--- src/rtl/nibble_serial_adder.sv ---
// Purpose: WIDTH-bit add (or subtract with NIBBLE_ADDER_SUB_EN) on one shared 4-bit adder, LS nibble first.
// Latency: out_valid rises WIDTH/4 cycles after the accept edge; initiation interval is at least WIDTH/4+2 cycles.
// Backpressure: in DONE, sum/cout/out_valid hold until out_ready; in_valid is ignored while busy.

module full_adder_4bit (
    input  logic [3:0] a,
    input  logic [3:0] b,
    input  logic       cin,
    output logic [3:0] s,
    output logic       cout
);
    assign {cout, s} = {1'b0, a} + {1'b0, b} + {4'b0000, cin};
endmodule

module nibble_serial_adder #(
    parameter int WIDTH = 16
) (
    input  logic             clk,
    input  logic             rst_n,
    input  logic             in_valid,
    output logic             in_ready,
    input  logic [WIDTH-1:0] a,
    input  logic [WIDTH-1:0] b,
    input  logic             cin,
`ifdef NIBBLE_ADDER_SUB_EN
    input  logic             sub,
`endif
    output logic             out_valid,
    input  logic             out_ready,
    output logic [WIDTH-1:0] sum,
    output logic             cout,
    output logic             busy
);
    localparam int NIBBLES = WIDTH / 4;
    localparam int CW      = $clog2(NIBBLES);

    typedef enum logic [1:0] {
        IDLE = 2'd0,
        RUN  = 2'd1,
        DONE = 2'd2
    } state_t;

    state_t           state, state_nxt;
    logic [WIDTH-1:0] a_sh, b_sh, acc;
    logic             carry;
    logic [CW-1:0]    cnt;
    logic [3:0]       fa_s;
    logic             fa_co;
    logic             accept;
    logic             last;
    logic [WIDTH-1:0] b_load;
    logic             carry_load;
    logic [WIDTH-1:0] acc_nxt;

    full_adder_4bit u_fa (
        .a    (a_sh[3:0]),
        .b    (b_sh[3:0]),
        .cin  (carry),
        .s    (fa_s),
        .cout (fa_co)
    );

`ifdef NIBBLE_ADDER_SUB_EN
    // Subtraction is a + ~b + 1; cin is deliberately ignored in that mode.
    assign b_load     = sub ? ~b : b;
    assign carry_load = sub ? 1'b1 : cin;
`else
    assign b_load     = b;
    assign carry_load = cin;
`endif

    assign in_ready  = (state == IDLE);
    assign busy      = (state != IDLE);
    assign out_valid = (state == DONE);
    assign accept    = in_valid && in_ready;
    assign last      = (cnt == CW'(NIBBLES - 1));
    assign acc_nxt   = {fa_s, acc[WIDTH-1:4]};

    always_ff @(posedge clk or negedge rst_n) begin
        if (!rst_n) begin
            state <= IDLE;
        end else begin
            state <= state_nxt;
        end
    end

    always_comb begin
        state_nxt = state;
        case (state)
            IDLE:    if (accept) state_nxt = RUN;
            RUN:     if (last) state_nxt = DONE;
            DONE:    if (out_ready) state_nxt = IDLE;
            default: state_nxt = IDLE;
        endcase
    end

    // sum/cout are loaded only on the final RUN edge so they never show partial results.
    always_ff @(posedge clk or negedge rst_n) begin
        if (!rst_n) begin
            a_sh  <= '0;
            b_sh  <= '0;
            acc   <= '0;
            carry <= 1'b0;
            cnt   <= '0;
            sum   <= '0;
            cout  <= 1'b0;
        end else if (accept) begin
            a_sh  <= a;
            b_sh  <= b_load;
            carry <= carry_load;
            cnt   <= '0;
        end else if (state == RUN) begin
            acc   <= acc_nxt;
            carry <= fa_co;
            a_sh  <= a_sh >> 4;
            b_sh  <= b_sh >> 4;
            cnt   <= cnt + CW'(1);
            if (last) begin
                sum  <= acc_nxt;
                cout <= fa_co;
            end
        end
    end
endmodule

--- config.mk ---
export PLATFORM = sky130hd
export DESIGN_NAME = nibble_serial_adder
export DESIGN_NICKNAME = d
export VERILOG_FILES = /design/src/rtl/nibble_serial_adder.sv
export SDC_FILE = /design/constraint.sdc
export NUM_CORES = 1
export LEC_CHECK = 0
export BUFFER_PORTS_ARGS = -buffer_cell sky130_fd_sc_hd__buf_4
export CAP_MARGIN = 15
export CORE_UTILIZATION = 59
export CTS_BUF_LIST = sky130_fd_sc_hd__clkbuf_2
export CTS_CLUSTER_SIZE = 40
export DETAILED_ROUTE_END_ITERATION = 7
export GPL_ROUTABILITY_DRIVEN = 0
export GPL_TIMING_DRIVEN = 0
export PLACE_DENSITY = 0.85
export SETUP_SLACK_MARGIN = 0.05
export SLEW_MARGIN = 15
export SYNTH_ARGS = -nofsm -noshare
export SYNTH_HDL_FRONTEND = slang
export SYNTH_HIERARCHICAL = 1
export SYNTH_SLANG_ARGS = --single-unit
--- constraint.sdc ---
create_clock -name clk -period 2.9 [get_ports clk]
set_input_delay 0.145 -clock clk [delete_from_list [all_inputs] [get_ports clk]]
set_output_delay 0.145 -clock clk [all_outputs]
set_load 0.01 [all_outputs]
# Word-level counts from Yosys, hierarchy flattened
# Index checks and enable logic that the tools add are counted.
# op_classes
magnitude_cmp	0
n_eq_ne	6
div	0
bitwise_logic	1
n_reduce_logical	7
mul	0
shift	0
add_sub_neg	3
n_mux	12
# ops
cell	n
two-way mux 16 bit	4
two-way mux 2 bit	5
one-hot mux 2 bit (3 select lines)	1
AND reduction 3 bit	2
adder 4 x 4 -> 5 bit	1
adder 5 x 1 -> 5 bit	1
equality test 2 bit (second input constant)	2
!= test 2 x 1 -> 1 bit (second input constant)	2
nonzero test 2 bit	2
adder 2 x 1 -> 2 bit (second input constant)	1
equality test 2 x 1 -> 1 bit (second input constant)	1
logical NOT 2 bit	1
two-way mux 1 bit	2
!= test 2 bit (second input constant)	1
AND reduction 2 bit	1
logical AND 1 bit	1
inverter 1 bit	1
# totals
wordCells	37
out_inout_bits	20
n_memories	0
latchBits	0
in_bits	37
romBits	0
ram_bits	0
register_bits	70

# Depth between registers and ports, before layout
# Gate-level depths: netlist of the first run.
# logic_depth
word_depth	4
mapped_depth	8
depth_no_buf	8

# Hierarchy
# The synthesis of the first run kept the hierarchy.
# modules_own_cells
mod	cells_per_inst	seq_area_each_um2	area_each_um2	instances
nibble_serial_adder	243	1651.6	2731.4	1
full_adder_4bit	16	0.0	143.9	1

# Worst setup path before layout of the first run
# No wires, ideal clock.
# synth_timing
path_kind	flip-flop to flip-flop
from	register a_sh[0]
to	register cout
path_slack_ns	1.201
path_stages_with_launch	8
setup_ns	0.125
n_path_buf	0
t_arrival_ns	1.574
synth_period_minus_slack_ns	1.699
required_time_ns	2.775
cell_sequence	dfrtp_1 fa_1 inv_1 fa_1 nor2b_1 o21ai_0 nand2b_1 mux2_2
# synth_via
elab_chain_len	2
# synth_lines
element	line	rtl
from (decl)	44	logic [WIDTH-1:0] a_sh, b_sh, acc;
from (signal assigned)	115	a_sh <= a_sh >> 4;
adder 4 x 4 -> 5 bit	12	assign {cout, s} = {1'b0, a} + {1'b0, b} + {4'b0000, cin};
adder 5 x 1 -> 5 bit	12	
named net fa_co	48	logic fa_co;
to (signal assigned)	120	cout <= fa_co;
to (decl)	31	output logic cout,
# The timed path passes the listed nets, and every way through them passes these cells.
# A chain may end at the register's enable or synchronous reset.

# Worst setup path after layout of the first run
# layout_timing
from	register state[1]
to	output out_valid
# layout_via
elab_chain_len	1
# layout_lines
element	line	rtl
from (decl)	43	state_t state, state_nxt;
from (signal assigned)	83	state <= state_nxt;
equality test 2 bit	74	assign out_valid = (state == DONE);
to (decl)	28	output logic out_valid,
# Every way passes these cells.

==> results of run 1 <==
-- cell type report --
cell class	count	share of cell area
Clock buffer	12	0.0159
Buffer	16	0.0203
Timing Repair Buffer	86	0.191
Sequential cell	66	0.439
Clock inverter	4	0.0113
Inverter	7	0.00698
Multi-Input combinational cell	170	0.298
Tap cell	54	0.0179
-- cell usage after synthesis --
cell type	count	area [um2]
o21ai_0	10	50.1
a32o_1	1	10.0
nand3b_1	4	30.0
a21oi_1	22	110
clkbuf_1	8	30.0
nand2b_1	4	25.0
nand2_1	41	154
nand2_4	1	11.3
o221a_2	4	45.0
ha_1	4	50.1
a22o_1	4	35.0
inv_1	7	26.3
dfrtp_1	66	1650
o21bai_1	1	7.51
xnor2_1	2	17.5
fa_1	2	40.0
buf_2	7	35.0
nor2b_1	2	12.5
mux2_4	9	135
a21oi_2	1	8.76
and2b_2	1	8.76
o22ai_1	33	206
o21ba_2	1	10.0
buf_6	1	11.3
o31ai_1	1	7.51
nor2_1	13	48.8
mux2_2	8	90.1
a21o_1	1	7.51
-- metrics by stage --
step            util  std cells
3_3_place_gp   0.717        369
6_report       0.803        415
2_1_floorplan      -        259
4_1_cts        0.803        415
3_5_place_dp   0.717        369
5_1_grt        0.803        415
-- timing repair --
action                                 in CTS  in global routing
setup endpoints to repair                   0                  0
resized for setup                           0                  0
hold buffers                               30                  0
endpoints found under the hold margin      95                  0
-- metal layers --
layer / track usage / routed length, um
met5: 0 / 0
met4: 0.172 / 180
met3: 0.0577 / 463
met2: 0.505 / 3650
met1: 0.394 / 2900
-- sequential cells by signal (all words and copies together), names as in the netlist --
signal / cells
carry: 1
acc: 12
state: 2
sum: 16
b_sh: 16
cnt: 2
cout: 1
a_sh: 16
-- final timing paths --
path,end,from,slack (ns)
min,a_sh[7],a[7],0.02
max in group asynchronous,sum[5],rst_n,2.11
min in group asynchronous,sum[7],rst_n,0.26
max,out_valid,state[1],0.86
min reg2reg,acc[7],acc[7],0.50
max reg2reg,cout,a_sh[0],1.01
-- where the power goes --
| part | switching (mW) | internal (mW) |
|---|---|---|
| sequential | 0.306 | 1.36 |
| combinational | 1.06 | 0.972 |
| clock | 0.312 | 0.204 |
-- logic make-up (layout without fill, tap and decap cells) --
group           Yosys count  in the layout  synth area share
compound gates           79             79             0.173
xor+xnor                  2              2           0.00609
fa+ha+maj                 6              6            0.0313
buf+inv                  23            125            0.0357
flops                    66             66             0.574
mux                      17             17            0.0783
simple gates             66             66             0.101
-- critical path, stage by stage (launching register included) --
cell      delay, ns
dfrtp_1        0.43
buf_2          0.19
inv_1          0.15
clkbuf_1       0.40
nor2_1         0.08
buf_4          0.16
-- layout by cell type, fill, tap and decap left out, types with 2 or more instances in the layout --
cell / netlist / final
nand2_1: 41 / 41
nand3b_1: 4 / 4
ha_1: 4 / 4
inv_1: 7 / 7
a22o_1: 4 / 4
xnor2_1: 2 / 2
clkbuf_1: 8 / 8
o221a_2: 4 / 4
mux2_2: 8 / 8
o21ai_0: 10 / 10
dfrtp_1: 66 / 66
nand2b_1: 4 / 4
a21oi_1: 22 / 22
buf_4: 0 / 56
nor2_1: 13 / 13
mux2_4: 9 / 9
fa_1: 2 / 2
o22ai_1: 33 / 33
clkbuf_2: 0 / 12
dlygate4sd3_1: 0 / 30
clkinv_1: 0 / 2
buf_2: 7 / 7
nor2b_1: 2 / 2
==> impl_metrics.toml, run 1 <==
[layout]
antenna_cells = 0
drive_gt1_frac = 0.285
syn2layout_area_growth_pct = 31.0
final_nets = 399
seq_area_mm2 = 0.00165
multi_input_comb_area_mm2 = 0.00112
fill_cells = 279
design_area_mm2 = 0.00377

[clock_network]
cts_sinks = 66
clockBufferDepth = 2
clk_latency_ns = 0.50
cts-buffers-inserted = 9
post_cts_buffers = 0
cts-root-buf = "clkbuf_2"
htreeDepth = 3
clkSlewWorstSetupHoldPaths_ns = 0.17
cts_tree = "yes"

[synthesis]
avgSynthCellArea_um2 = 11.1
syn_nets = 302
syn-cell-area_mm2 = 0.00288
synth_cell_types = 28
yosysSeqAreaShare = 0.574
ys_ff_latch = 66
synthCells = 259
yosys_warnings = 6

[sta]
rsz0062_at_grt = "false"
min_period_over_period = 0.704
fin_skew_ns = 0.0283
tns_ns = 0
fin_ws_ns = 0.857
hold_viol_final = 0
drv_slew = 0
hold-worst-slack_ns = 0.0194
fmax_mhz = 490
finalCriticalPeriod_ns = 2.04
worstMarginPinSlew_ns = 0.803
finalSetupViolCount = 0
relSlewSlack = 0.465

[drt]
drc = 0
post_drt_wl_per_cell_um = 17.3
vias_per_cell = 5.95
ant_nets = 0
totalWireLength_um = 7190
drt_iter0_drc = 155
firstDrtPassIters = 4
vias = 2468

[worst_setup_path]
path_class = "flop to output pin"
cp_max_fo = 10
start_kind = "flop"
crit_required_ns = 2.76
arrival_ns = 1.90
r2r.worst_path.cells = 7
endpoint_kind = "output pin"

[power]
power_mw = 4.22
ir_drop_uv = 546
leakagePower_nw = 1.83
power_density_mw_per_mm2 = 1120

[placement]
placed_area_mm2 = 0.00336
hpwl_um = 4300
portBuffers = 56
dpl_worst_slack_ns = 1.08

[floorplan]
die_width_um = 71.8
core_mm2 = 0.00469
dieHeight_um = 71.8
initial_utilization = 0.613
die_area_mm2 = 0.00516
io_pins = 57
rows = 25

[run_status]
status = "completed"

[min_path]
hp-class = "primary input to flop"
holdPathStages = 3

[grt]
grt_max_degree = 67
grt_util_all_layers = 0.310
grt.overflow.total = 0
grt_pass1_vias = 2525
antenna_found_initial = 0
grt_first_pass_wirelength_um = 12000

[run]
drv_cap = 0
No activity file was read; power rests on OpenSTA's default activity.
==> inputs of run 2 (changes only) <==
--- a/config.mk
+++ b/config.mk
@@ -5,15 +5,16 @@
 export SDC_FILE = /design/constraint.sdc
 export NUM_CORES = 1
 export LEC_CHECK = 0
+export ABC_AREA = 1
 export BUFFER_PORTS_ARGS = -buffer_cell sky130_fd_sc_hd__buf_4
 export CAP_MARGIN = 15
-export CORE_UTILIZATION = 59
+export CORE_UTILIZATION = 57
 export CTS_BUF_LIST = sky130_fd_sc_hd__clkbuf_2
 export CTS_CLUSTER_SIZE = 40
 export DETAILED_ROUTE_END_ITERATION = 7
 export GPL_ROUTABILITY_DRIVEN = 0
 export GPL_TIMING_DRIVEN = 0
-export PLACE_DENSITY = 0.85
+export PLACE_DENSITY = 0.82
 export SETUP_SLACK_MARGIN = 0.05
 export SLEW_MARGIN = 15
 export SYNTH_ARGS = -nofsm -noshare
==> constraint.sdc (replaced) <==
create_clock -name clk -period 2 [get_ports clk]
set_input_delay 0.1 -clock clk [delete_from_list [all_inputs] [get_ports clk]]
set_output_delay 0.1 -clock clk [all_outputs]
set_load 0.01 [all_outputs]
==> run 2 against run 1 <==
Compared with the run above: power is 36% higher; sequential power increased by 33%; clock skew is 0.0048 ns lower; register-to-register slack got worse by 0.74 ns; sequential share of layout area down 2.3 points; first-iteration DRC count grew 120%; area after synthesis rose by 2.8%.
==> impl_metrics.toml, run 2 <==
[run_status]
status = "completed"

[min_path]
holdPathStages = 4
whs_endpoint = "a_sh[1]"
min-delay-start = "in_valid"
hp-class = "primary input to flop"

[synthesis]
synth_flop_cell = "dfrtp_1"
syn-cell-area_mm2 = 0.00296
netlist.area_leader.share = 0.559
yosys.area.top_type = "dfrtp_1"
syn_nets = 379
yosys_warnings = 6
synthTopCellsByCount = "147 x nand2_1, 66 x dfrtp_1, 61 x nand3_1, 12 x inv_1, 10 x o21ai_0"
synth.top_cells.by_area = "dfrtp_1 56%, nand2_1 19%, nand3_1 10%"
synthCells = 336
synth-edff-count = 0
avgSynthCellArea_um2 = 8.80
yosysSeqAreaShare = 0.559
ys_ff_latch = 66
synth_cell_types = 22
synthArstFlopShare = 1.00
synth.most_common_cell = "nand2_1"

[clock_network]
clk_latency_ns = 0.51
htreeDepth = 3
clockBufferDepth = 2
cts-root-buf = "clkbuf_2"
post_cts_buffers = 0
cts-buffers-inserted = 9
cts_tree = "yes"
clkSlewWorstSetupHoldPaths_ns = 0.17
cts_sinks = 66

[power]
leakagePower_nw = 2.08
power_density_mw_per_mm2 = 1440
power_mw = 5.72
ir_drop_uv = 734

[layout]
syn2layout_area_growth_pct = 34.5
top_regs = "a_sh (16), b_sh (16), sum (16)"
drive_gt1_frac = 0.211
mostFrequentLayoutCells = "147 x nand2_1, 66 x dfrtp_1, 61 x nand3_1, 60 x buf_4, 39 x dlygate4sd3_1"
fin_cells = 513
final_common_cell = "nand2_1"
final_nets = 484
antenna_cells = 0

[sta]
rsz0062_at_grt = "false"
relSlewSlack = 0.455
finalCriticalPeriod_ns = 1.83
fin_skew_ns = 0.0236
worstMarginPinSlew_ns = 0.817
min_period_over_period = 0.917
fmax_mhz = 545
drv_slew = 0
tns_ns = 0
finalSetupViolCount = 0
hold_viol_final = 0

[placement]
hpwl_um = 4470
portBuffers = 55
dp_cells = 458

[floorplan]
initial_utilization = 0.610
io_pins = 57
dieHeight_um = 74.0
core_mm2 = 0.00485
die_width_um = 74.0
rows = 25
die_area_mm2 = 0.00548

[worst_setup_path]
path_class = "flop to output pin"
rrSetupSlack_ns = 0.27
arrival_ns = 1.73
endpoint_kind = "output pin"
cp_max_fo = 10
start_kind = "flop"
timing.rr.start = "a_sh[0]"
reg2reg_to = "acc[13]"
crit_required_ns = 1.90
r2r.worst_path.cells = 6
cp-startpoint = "state[0]"

[grt]
grt_util_all_layers = 0.328
grt_pass1_vias = 2793
antenna_found_initial = 0
grt_first_pass_wirelength_um = 13000
grt.overflow.total = 0
grt_max_degree = 67

[drt]
vias_per_cell = 5.41
post_drt_wl_per_cell_um = 15.2
ant_nets = 0
drc = 0
vias = 2775
firstDrtPassIters = 6
drt_iter0_drc = 344
totalWireLength_um = 7800

[run]
drv_cap = 0
[run 2: changes by cell type after synthesis, sizes merged, moves of 5 or more]
cell,before,now
buf,8,15
clkbuf,8,3
o22ai,33,0
nand3,0,61
inv,7,15
a21oi,23,2
nand2,42,149
mux2,17,0
nor2,13,5
[run 2: layout make-up]
cell class / count / area, um2
Buffer: 18 / 139
Clock buffer: 10 / 50.0
Clock inverter: 6 / 81.3
Fill cell: 302 / 871
Inverter: 15 / 56.3
Multi-Input combinational cell: 237 / 1110
Sequential cell: 66 / 1650
Tap cell: 67 / 83.8
Timing Repair Buffer: 94 / 803
[run 2: layer usage]
| layer | track usage | up-vias | part of all wire |
|---|---|---|---|
| met2 | 0.555 | 157 | 0.51 |
| met4 | 0.209 | 0 | 0.042 |
| met5 | 0 | - | 0 |
| met1 | 0.390 | 1306 | 0.38 |
| met3 | 0.0528 | 35 | 0.066 |
| li1 | - | 1277 | - |
[run 2: metrics by stage]
step                hold WS [ns]  area (um2)  setup WS (ns)  utilization
CTS                       0.0397        3980          0.163        0.820
global route              0.0726        3980         0.0897        0.820
floorplan                 -0.196        2960          0.457            -
finish                    0.0558        3980          0.166        0.820
detailed placement         0.245        3450          0.319        0.712
global placement           0.246        3450          0.397        0.712
[run 2: report_power, final]
group	leakage, nW	switching [mW]	internal (mW)
sequential	0.851	0.340	1.88
clock	0.0793	0.485	0.411
combinational	1.15	1.52	1.09
total	2.08	2.34	3.38
[run 2: kinds of logic (layout without fill, tap and decap cells)]
| family | count (synthesis) | after routing | synth area share |
|---|---|---|---|
| AOI/OAI and AO/OA | 15 | 15 | 0.0300 |
| DFF | 66 | 66 | 0.559 |
| buffers and inverters | 33 | 143 | 0.0652 |
| xor gates and xnor gates | 1 | 1 | 0.00296 |
| adders and majority gates | 6 | 6 | 0.0305 |
| and+or+nand+nor | 215 | 215 | 0.313 |
[run 2: worst max-delay path, stage by stage, from the launching register on]
cell and delay [ns]:
dfrtp_1 0.40, buf_4 0.17, nor2_4 0.22, clkbuf_4 0.26, inv_1 0.06, buf_4 0.14
[run 2: worst max path at each step]
stage | to | cells after the start
after global placement | acc[13] | 6
final | busy | 5
after CTS | busy | 5
after global routing | busy | 5
after detailed placement | acc[13] | 6
after floorplan | acc[13] | 6
[run 2: repair_timing]
| item | 4_1_cts | 5_1_grt |
|---|---|---|
| resized for setup | 0 | 1 |
| endpoints found under the setup margin | 0 | 1 |
| endpoints found under the hold margin | 100 | 0 |
| hold buffers | 39 | 0 |
==> inputs of run 3 (changes only) <==
--- a/config.mk
+++ b/config.mk
@@ -8,6 +8,7 @@
 export ABC_AREA = 1
 export BUFFER_PORTS_ARGS = -buffer_cell sky130_fd_sc_hd__buf_4
 export CAP_MARGIN = 15
+export CORE_ASPECT_RATIO = 1.1
 export CORE_UTILIZATION = 57
 export CTS_BUF_LIST = sky130_fd_sc_hd__clkbuf_2
 export CTS_CLUSTER_SIZE = 40
==> run 3 against run 2 <==
Compared with the run above: the run now ends with design-rule violations left; clock skew shrank 0.011 ns; sequential share of layout area grew 0.48 points; flip-flop and latch count is the same; cell area shrank 1.1%; clock power shrank 17%; non-clock buffer count is the same; register-to-register slack gained 0.06 ns; maximum frequency shrank 1.5%; global-route usage shrank 3.5 points; worst hold slack gained 0.0078 ns; utilization shrank 3.4 points; combinational power shrank 2%; critical path type unchanged; highest routed layer unchanged.
==> impl_metrics.toml, run 3 (synthesis results as in run 2) <==
[power]
swShare = 0.409
internal-power_mw = 3.25
p_sw_mw = 2.25
power_density_mw_per_mm2 = 1400
ir_drop_uv = 713
p_seq_frac = 0.400
power_frac_comb = 0.465
leakagePower_nw = 2.07
clock_power_share = 0.135

[sta]
finalCriticalPeriod_ns = 1.86
hold_viol_final = 0
drv_slew = 0
rsz0062_at_grt = "false"
relSlewSlack = 0.456
fin_ws_ns = 0.137
hold-worst-slack_ns = 0.0636
tns_ns = 0
worstMarginPinSlew_ns = 0.816
min_period_over_period = 0.931
fin_skew_ns = 0.0122
fmax_mhz = 537
finalSetupViolCount = 0

[layout]
final_common_cell = "nand2_1"
syn2layout_area_growth_pct = 33.0
top_regs = "a_sh (16), b_sh (16), sum (16)"
final_core_util = 0.787
drive_gt1_frac = 0.204
final_nets = 484
fin_cells = 504
antenna_cells = 0
mostFrequentLayoutCells = "147 x nand2_1, 66 x dfrtp_1, 61 x nand3_1, 60 x buf_4, 39 x dlygate4sd3_1"

[clock_network]
cts_hold_buf = 39
clk_latency_ns = 0.49
clkSlewWorstSetupHoldPaths_ns = 0.17
cts_resized = 0
cts_tree = "yes"
htreeDepth = 3
clockBufferDepth = 2
post_cts_buffers = 0
cts_sinks = 66
cts-buffers-inserted = 9
cts-root-buf = "clkbuf_2"

[drt]
vias_per_cell = 5.31
drt_iter0_drc = 120
ant_nets = 0
vias = 2677
firstDrtPassIters = 7
totalWireLength_um = 7190
drc = 8
post_drt_wl_per_cell_um = 14.3

[grt]
antenna_found_initial = 0
grt_first_pass_wirelength_um = 12100
grt_pass1_vias = 2670
grt.overflow.total = 0
grt_util_all_layers = 0.292
grt_max_degree = 67

[worst_setup_path]
crit_family = "buffers and inverters"
crit_required_ns = 1.90
worst_path_max_delay_cell = "dfrtp_1"
worstPathCellList = "buf_4, nor2_4, buf_2, inv_1, buf_4"
path_class = "flop to output pin"
cp_num_buf_inv = 4
start_kind = "flop"
endpoint_kind = "output pin"
cpMostUsedCell = "buf_4"
cp_max_fo = 10
slowest_delay_ns = 0.40
arrival_ns = 1.76

[placement]
dpl_worst_slack_ns = 0.385
portBuffers = 55
dp_cells = 449
hpwl_um = 4350

[floorplan]
io_pins = 57
die_width_um = 70.7
rows = 27
core_mm2 = 0.00500
dieHeight_um = 77.5
die_area_mm2 = 0.00548
initial_utilization = 0.591

[run]
drv_cap = 0

[run_status]
violations = "design-rule violations"
status = "complete, but fails checks"

[min_path]
hp-class = "primary input to flop"
## run 3: final timing paths
| path | startpoint | endpoint | slack [ns] | cells after the start |
|---|---|---|---|---|
| setup / recovery | state[0] | busy | 0.14 | 5 |
| hold / removal | in_valid | a_sh[3] | 0.06 | 4 |
| setup reg to reg | a_sh[0] | acc[13] | 0.33 | 6 |
| hold reg to reg | acc[7] | sum[3] | 0.49 | 2 |
| max in group asynchronous | rst_n | sum[5] | 1.24 | 2 |
| min in group asynchronous | rst_n | a_sh[1] | 0.22 | 2 |
## run 3: area by class of cell
type / count / area, um2
plain buffers: 18 / 136
multi-input cells: 237 / 1110
clock buffers: 11 / 55.1
clock inverters: 5 / 45.0
well taps: 58 / 72.6
repair buffers: 94 / 803
inverters: 15 / 56.3
flip-flops and latches: 66 / 1650
fillers: 329 / 1070
## run 3: metal layers
| metal | global-route usage | wire [um] | vias to the layer above |
|---|---|---|---|
| met5 | 0 | 0 | - |
| met3 | 0.0442 | 377 | 26 |
| li1 | - | - | 1277 |
| met2 | 0.518 | 3750 | 119 |
| met1 | 0.343 | 2790 | 1255 |
| met4 | 0.152 | 266 | 0 |
## run 3: power groups by stage
stage / combinational (mW) / sequential (mW) / clock (mW)
global placement: 2.37 / 2.21 / 0
floorplan: 1.65 / 2.22 / 0
detailed placement: 2.45 / 2.23 / 0
CTS: 2.54 / 2.20 / 0.740
finish: 2.55 / 2.20 / 0.740
global route: 2.85 / 2.27 / 0.800
## run 3: tightest hold or removal path, cell delays in order
cell and delay, ns:
buf_2 0.19, o21ai_4 0.12, nand2_1 0.07, nand3_1 0.06
## run 3: metrics by stage
| step | area [um2] | total power [mW] |
|---|---|---|
| after floorplan | 2960 | 3.87 |
| after global placement | 3440 | 4.58 |
| after detailed placement | 3440 | 4.68 |
| after CTS | 3930 | 5.48 |
| after global routing | 3930 | 5.92 |
| final | 3930 | 5.50 |
